--- src/rtl/dbg_uart_bridge.sv ---
// Debug bridge from a UART byte stream to a byte-addressed memory bus.
// Optional argument timeout: define DBG_UART_TIMEOUT_EN.
module dbg_uart_bridge #(
   parameter int AW  = 16,
   parameter int DW  = 16,
   parameter int TOW = 16
) (
   input  logic            clk,
   input  logic            nreset,
   input  logic            dix,
   input  logic [7:0]      id,
   input  logic            txrdy,
   output logic            dox,
   output logic [7:0]      od,
   output logic [AW-1:0]   addru,
   output logic [DW-1:0]   datau,
   output logic [DW/8-1:0] wru,
   output logic            ru,
   output logic            csu,
   input  logic [DW-1:0]   data
);

   localparam int NL = DW / 8;
   localparam int LB = (NL > 1) ? $clog2(NL) : 1;
   localparam int NB = AW / 8;

   localparam logic [7:0] CMD_STAT = 8'h69;  // "i"
   localparam logic [7:0] CMD_ADDR = 8'h61;  // "a"
   localparam logic [7:0] CMD_WR   = 8'h77;  // "w"
   localparam logic [7:0] CMD_RD   = 8'h72;  // "r"
   localparam logic [7:0] CMD_BWR  = 8'h57;  // "W"
   localparam logic [7:0] CMD_BRD  = 8'h52;  // "R"

   typedef enum logic [2:0] {
      IDLE, ADDR, WDATA, LEN, BWRITE, RDMEM, RDCAP, TXWAIT
   } state_t;

   state_t          state_q, state_d;
   logic [7:0]      cnt_q, cnt_d;
   logic [2:0]      acnt_q, acnt_d;
   logic [AW-1:0]   shadow_q, shadow_d;
   logic            dir_q, dir_d;
   logic            stat_q, stat_d;
   logic            ovf_q, ovf_d;
   logic            wr_inc_q, wr_inc_d;
   logic            rd_inc_q, rd_inc_d;
   logic            dox_q, dox_d;
   logic [7:0]      od_q, od_d;
   logic [AW-1:0]   addru_q, addru_d;
   logic [DW-1:0]   datau_q, datau_d;
   logic [NL-1:0]   wru_q, wru_d;
   logic            ru_q, ru_d;

   logic [LB-1:0]   lane;
   logic [7:0]      rd_byte;
   logic [7:0]      status;
   logic            drop;
   logic            tmo_hit;

   always_comb begin
      lane    = (NL == 1) ? '0 : addru_q[LB-1:0];
      rd_byte = data[lane*8 +: 8];
      status  = {6'b0, ovf_q, (state_q != IDLE) && (state_q != ADDR)};
      // Bytes arriving while a read is in flight or a write has not finished are lost.
      drop    = dix && ((state_q == RDMEM) || (state_q == RDCAP) ||
                        (state_q == TXWAIT) || wr_inc_q);
   end

`ifdef DBG_UART_TIMEOUT_EN
   logic [TOW-1:0] tmo_q, tmo_d;
   logic           waiting;

   always_comb begin
      waiting = ((state_q == ADDR) || (state_q == WDATA) || (state_q == LEN) ||
                 (state_q == BWRITE)) && !wr_inc_q;
      tmo_hit = waiting && !dix && (&tmo_q);
      tmo_d   = (!waiting || dix || tmo_hit) ? '0 : tmo_q + 1'b1;
   end

   always_ff @(posedge clk or negedge nreset) begin
      if (!nreset) tmo_q <= '0;
      else         tmo_q <= tmo_d;
   end
`else
   assign tmo_hit = 1'b0;
`endif

   always_comb begin
      state_d  = state_q;
      cnt_d    = cnt_q;
      acnt_d   = acnt_q;
      shadow_d = shadow_q;
      dir_d    = dir_q;
      stat_d   = stat_q;
      ovf_d    = ovf_q;
      wr_inc_d = wr_inc_q;
      rd_inc_d = rd_inc_q;
      dox_d    = 1'b0;
      od_d     = od_q;
      addru_d  = addru_q;
      datau_d  = datau_q;
      wru_d    = '0;
      ru_d     = 1'b0;

      case (state_q)
         IDLE: begin
            if (dix) begin
               case (id)
                  CMD_STAT: begin
                     od_d = status;
                     if (txrdy && !dox_q) begin
                        dox_d = 1'b1;
                        ovf_d = 1'b0;
                     end else begin
                        stat_d  = 1'b1;
                        state_d = TXWAIT;
                     end
                  end
                  CMD_ADDR: begin
                     acnt_d  = 3'(NB);
                     state_d = ADDR;
                  end
                  CMD_WR: begin
                     cnt_d   = '0;
                     state_d = WDATA;
                  end
                  CMD_RD: begin
                     cnt_d   = '0;
                     ru_d    = 1'b1;
                     state_d = RDMEM;
                  end
                  CMD_BWR: begin
                     dir_d   = 1'b0;
                     state_d = LEN;
                  end
                  CMD_BRD: begin
                     dir_d   = 1'b1;
                     state_d = LEN;
                  end
                  default: ;
               endcase
            end
         end
         ADDR: begin
            if (dix) begin
               shadow_d = AW'({shadow_q, id});
               if (acnt_q == 3'd1) begin
                  addru_d = shadow_d;
                  state_d = IDLE;
               end else begin
                  acnt_d = acnt_q - 3'd1;
               end
            end
         end
         LEN: begin
            if (dix) begin
               cnt_d = id;
               if (dir_q) begin
                  ru_d    = 1'b1;
                  state_d = RDMEM;
               end else begin
                  state_d = BWRITE;
               end
            end
         end
         WDATA, BWRITE: begin
            // The lane strobe goes out first; the address advances one cycle later.
            if (wr_inc_q) begin
               wr_inc_d = 1'b0;
               addru_d  = addru_q + 1'b1;
               if (cnt_q == 8'd0) state_d = IDLE;
               else               cnt_d   = cnt_q - 8'd1;
            end else if (dix) begin
               wru_d                 = NL'(1) << lane;
               datau_d[lane*8 +: 8]  = id;
               wr_inc_d              = 1'b1;
            end
         end
         RDMEM: state_d = RDCAP;
         RDCAP: begin
            od_d    = rd_byte;
            stat_d  = 1'b0;
            state_d = TXWAIT;
            if (txrdy) begin
               dox_d    = 1'b1;
               rd_inc_d = 1'b1;
            end
         end
         TXWAIT: begin
            // rd_inc_q marks the cycle after a read byte was handed to the UART.
            if (rd_inc_q) begin
               rd_inc_d = 1'b0;
               addru_d  = addru_q + 1'b1;
               if (cnt_q != 8'd0) begin
                  cnt_d   = cnt_q - 8'd1;
                  ru_d    = 1'b1;
                  state_d = RDMEM;
               end else begin
                  state_d = IDLE;
               end
            end else if (txrdy) begin
               dox_d = 1'b1;
               if (stat_q) begin
                  stat_d  = 1'b0;
                  ovf_d   = 1'b0;
                  state_d = IDLE;
               end else begin
                  rd_inc_d = 1'b1;
               end
            end
         end
         default: state_d = IDLE;
      endcase

      if (tmo_hit) begin
         state_d = IDLE;
         cnt_d   = '0;
         ovf_d   = 1'b1;
      end
      if (drop) ovf_d = 1'b1;
   end

   always_ff @(posedge clk or negedge nreset) begin
      if (!nreset) begin
         state_q  <= IDLE;
         cnt_q    <= '0;
         acnt_q   <= '0;
         shadow_q <= '0;
         dir_q    <= 1'b0;
         stat_q   <= 1'b0;
         ovf_q    <= 1'b0;
         wr_inc_q <= 1'b0;
         rd_inc_q <= 1'b0;
         dox_q    <= 1'b0;
         od_q     <= '0;
         addru_q  <= '0;
         datau_q  <= '0;
         wru_q    <= '0;
         ru_q     <= 1'b0;
      end else begin
         state_q  <= state_d;
         cnt_q    <= cnt_d;
         acnt_q   <= acnt_d;
         shadow_q <= shadow_d;
         dir_q    <= dir_d;
         stat_q   <= stat_d;
         ovf_q    <= ovf_d;
         wr_inc_q <= wr_inc_d;
         rd_inc_q <= rd_inc_d;
         dox_q    <= dox_d;
         od_q     <= od_d;
         addru_q  <= addru_d;
         datau_q  <= datau_d;
         wru_q    <= wru_d;
         ru_q     <= ru_d;
      end
   end

   assign dox   = dox_q;
   assign od    = od_q;
   assign addru = addru_q;
   assign datau = datau_q;
   assign wru   = wru_q;
   assign ru    = ru_q;
   assign csu   = (|wru_q) | ru_q;

endmodule

--- config.mk ---
export PLATFORM = sky130hd
export DESIGN_NAME = dbg_uart_bridge
export DESIGN_NICKNAME = d
export VERILOG_FILES = /design/src/rtl/dbg_uart_bridge.sv
export SDC_FILE = /design/constraint.sdc
export NUM_CORES = 1
export LEC_CHECK = 0
export CAP_MARGIN = 20
export CORE_MARGIN = 1
export CORE_UTILIZATION = 55
export CTS_CLUSTER_SIZE = 30
export DETAILED_ROUTE_END_ITERATION = 8
export PLACE_DENSITY_LB_ADDON = 0.15
export SYNTH_ARGS = -nofsm -noshare
export SYNTH_HDL_FRONTEND = slang
export SYNTH_SLANG_ARGS = --single-unit
--- constraint.sdc ---
create_clock -name clk -period 6.55 [get_ports clk]
set_input_delay 1.6375 -clock clk [delete_from_list [all_inputs] [get_ports clk]]
set_output_delay 1.6375 -clock clk [all_outputs]
set_load 0.05 [all_outputs]
==> reports/metrics.csv <==
metric,value,unit
die_area,7895,um2
first_pass_iters,5,
slew_headroom,0.3640,
fin_setup_tns,0,ps
hold_class,reg -> reg,
finalSetupViolCount,0,
fin_area,5057,um2
nNetsFinal,518,
clockBufferDepth,2,
min_period,3807,ps
peakVddDrop,0.0003653,V
fmaxAchievable,0.2627,GHz
clkPwrFrac,0.139,
final_cell_mix,"dfrtp_1 (71), clkdlybuf4s50_1 (71), o21ai_0 (35), nand2_1 (33), nor2_1 (33)",
async_flop_share,1.000,
post-route-period-util,0.5812,
wl_per_cell,17.84,um
detail-route-antenna-nets,0,
clk_root_buffer_cell,clkbuf_8,
placed_cell_area,4813,um2
syn_inst,433,
rsz0062_at_grt,no,
vias_per_cell,6.227,
maxCapViolCount,0,
start_util,0.5720,
n_antenna_cell,0,
portBuffers,72,
powerDensity,617.8,nW/um2
drive_gt1_frac,0.1181,
crit_path_start_kind,input pin,
core,7253,um2
crit_arrival,4080,ps
clk_pin_slew_worst_paths,80,ps
ctsResizeCount,0,
clock_sinks,71,
worst-path-max-fanout,14,
overflow,0,
vias,3674,
syn_nets,465,
drc,0,
instances_no_fill,590,
grt_pass1_wl,16560,um
syn_area_per_cell,9.582,um2
required,6830,ps
grt_max_degree,72,
combPwrFrac,0.586,
post-cts-setup-buffers,0,
cts_buffers,9,
gp_congestion,0.8847,
dieHeight,88.86,um
clk_latency,350,ps
antenna_found_initial,0,
ys_ff_latch,71,
pwr-share-seq,0.275,
hold_viol,0,
die_w,88.86,um
drt_iter0_drc,274,
num_rows,31,
swShare,0.4940,
wirelength,10520,um
io_pins,73,
status,"finished, final reports clean",
netSwitchingPower,1543,uW
dp_hpwl,6855,um
place_inst,574,
area_growth,21.89,%
power.leakage,0.002105,uW
crit_type,in -> reg,
drv_slew,0,
internal-power,1581,uW
cts.htree.levels,3,
cp-end-kind,flop,
syn_area,4149,um2
track_usage,0.2788,
yosys_warnings,0,
synth-edff-count,0,
hold_buffers,0,
tightest_slew,954.0,ps
grt_pass1_vias,3418,
hold_slack,483.7,ps
finalPower,3125,uW
ys_types,67,
skew,12.31,ps
synth-seq-area-share,0.4282,
synth_flop_cell,dfrtp_1,
cts_tree,built,
## state kept, by name (all words and copies together) (netlist names), 2 cells and up
signal,flops
shadow_q,8
addru,16
wru,2
acnt_q,3
datau,16
state_q,3
od,8
cnt_q,8
## through the flow
stage | utilization | setup WS (ps)
after global routing | 0.6973 | 2500
after floorplan | - | 3246
final | 0.6973 | 2743
after detailed placement | 0.6636 | 2408
after CTS | 0.6973 | 2788
after global placement | 0.6636 | 2516
## Yosys cell counts, types with 2 or more instances
cell type,number,share of area
and4_1,3,0.0063
a2bb2oi_1,7,0.015
a21o_2,2,0.0042
nand2_1,33,0.030
or3_1,3,0.0045
a22oi_1,5,0.0090
o41ai_1,6,0.013
xor2_1,2,0.0042
nor3_1,6,0.0072
and3b_2,2,0.0048
o21ai_0,35,0.042
a21o_1,3,0.0054
nand4_1,5,0.0075
a41oi_1,2,0.0042
o31ai_1,2,0.0036
o22ai_1,4,0.0060
nor2b_1,6,0.0090
nand2b_1,3,0.0045
a31oi_1,5,0.0075
o2bb2ai_1,2,0.0042
mux2_2,24,0.065
or3b_2,3,0.0063
o21a_1,3,0.0054
dfrtp_1,71,0.43
buf_2,5,0.0060
clkbuf_8,6,0.020
nor2_1,33,0.030
a211oi_1,2,0.0036
o22a_1,4,0.0084
a221oi_1,2,0.0042
and3_1,7,0.011
xnor2_1,2,0.0042
mux2i_1,14,0.034
a32oi_1,5,0.011
a21oi_1,32,0.039
clkbuf_1,19,0.017
and2_1,3,0.0045
nor4bb_1,2,0.0048
inv_1,15,0.014
nor3b_1,3,0.0054
nand3_1,13,0.016
ha_1,4,0.012
## logic make-up after synthesis
group                    synth area share
AND/OR/NAND/NOR                    0.1746
AO/OA/AOI/OAI                      0.2120
flip-flops                         0.4282
buffers and inverters             0.06031
multiplexers                       0.1043
XOR/XNOR                         0.008445
adder cells (fa/ha/maj)           0.01206
## layer usage
| layer | up-vias | wire, um | part of all wire | track usage |
|---|---|---|---|---|
| li1 | 1709 | - | - | - |
| met1 | 1776 | 4548 | 0.43 | 0.3719 |
| met2 | 165 | 5031 | 0.48 | 0.4483 |
| met3 | 24 | 670 | 0.064 | 0.04011 |
| met4 | 0 | 272 | 0.026 | 0.1349 |
| met5 | - | 0 | 0 | 0 |
## critical path, stage by stage
cell and delay [ps]:
clkdlybuf4s50_1 670, nor2b_1 300, or3b_2 460, a2bb2oi_1 420
or3_1 370, mux2i_1 230
## layout make-up
type,instances,area [um2]
clock buffer,9,123.9
tap,99,123.9
timing repair buffer,74,730.7
fill,563,2196
sequential,71,1777
multi-input combinational,314,2122
clock inverter,7,120.1
inverter,16,60.06
## worst paths after layout
path / startpoint / end / slack (ps) / cells after the start
setup / recovery: dix / cnt_q[1]$_DFFE_PN0P_ / 2740 / 6
hold / removal: od[7]$_DFFE_PN0P_ / od[7]$_DFFE_PN0P_ / 480 / 2
setup reg to reg: state_q[0]$_DFFE_PN0P_ / cnt_q[4]$_DFFE_PN0P_ / 3530 / 5
hold reg to reg: od[7]$_DFFE_PN0P_ / od[7]$_DFFE_PN0P_ / 480 / 2
max in group asynchronous: nreset / shadow_q[2]$_DFFE_PN0P_ / 4460 / 2
min in group asynchronous: nreset / dox$_DFF_PN0_ / 1460 / 2
## power by group through the flow
| stage | clock (uW) | combinational (uW) | sequential, uW |
|---|---|---|---|
| final | 434 | 1830 | 860 |
| after CTS | 439 | 1820 | 854 |
| after global placement | 0 | 1780 | 856 |
| after floorplan | 0 | 992 | 1220 |
| after global routing | 454 | 1960 | 887 |
| after detailed placement | 0 | 1810 | 860 |
Power figures use the tool's default switching activity.
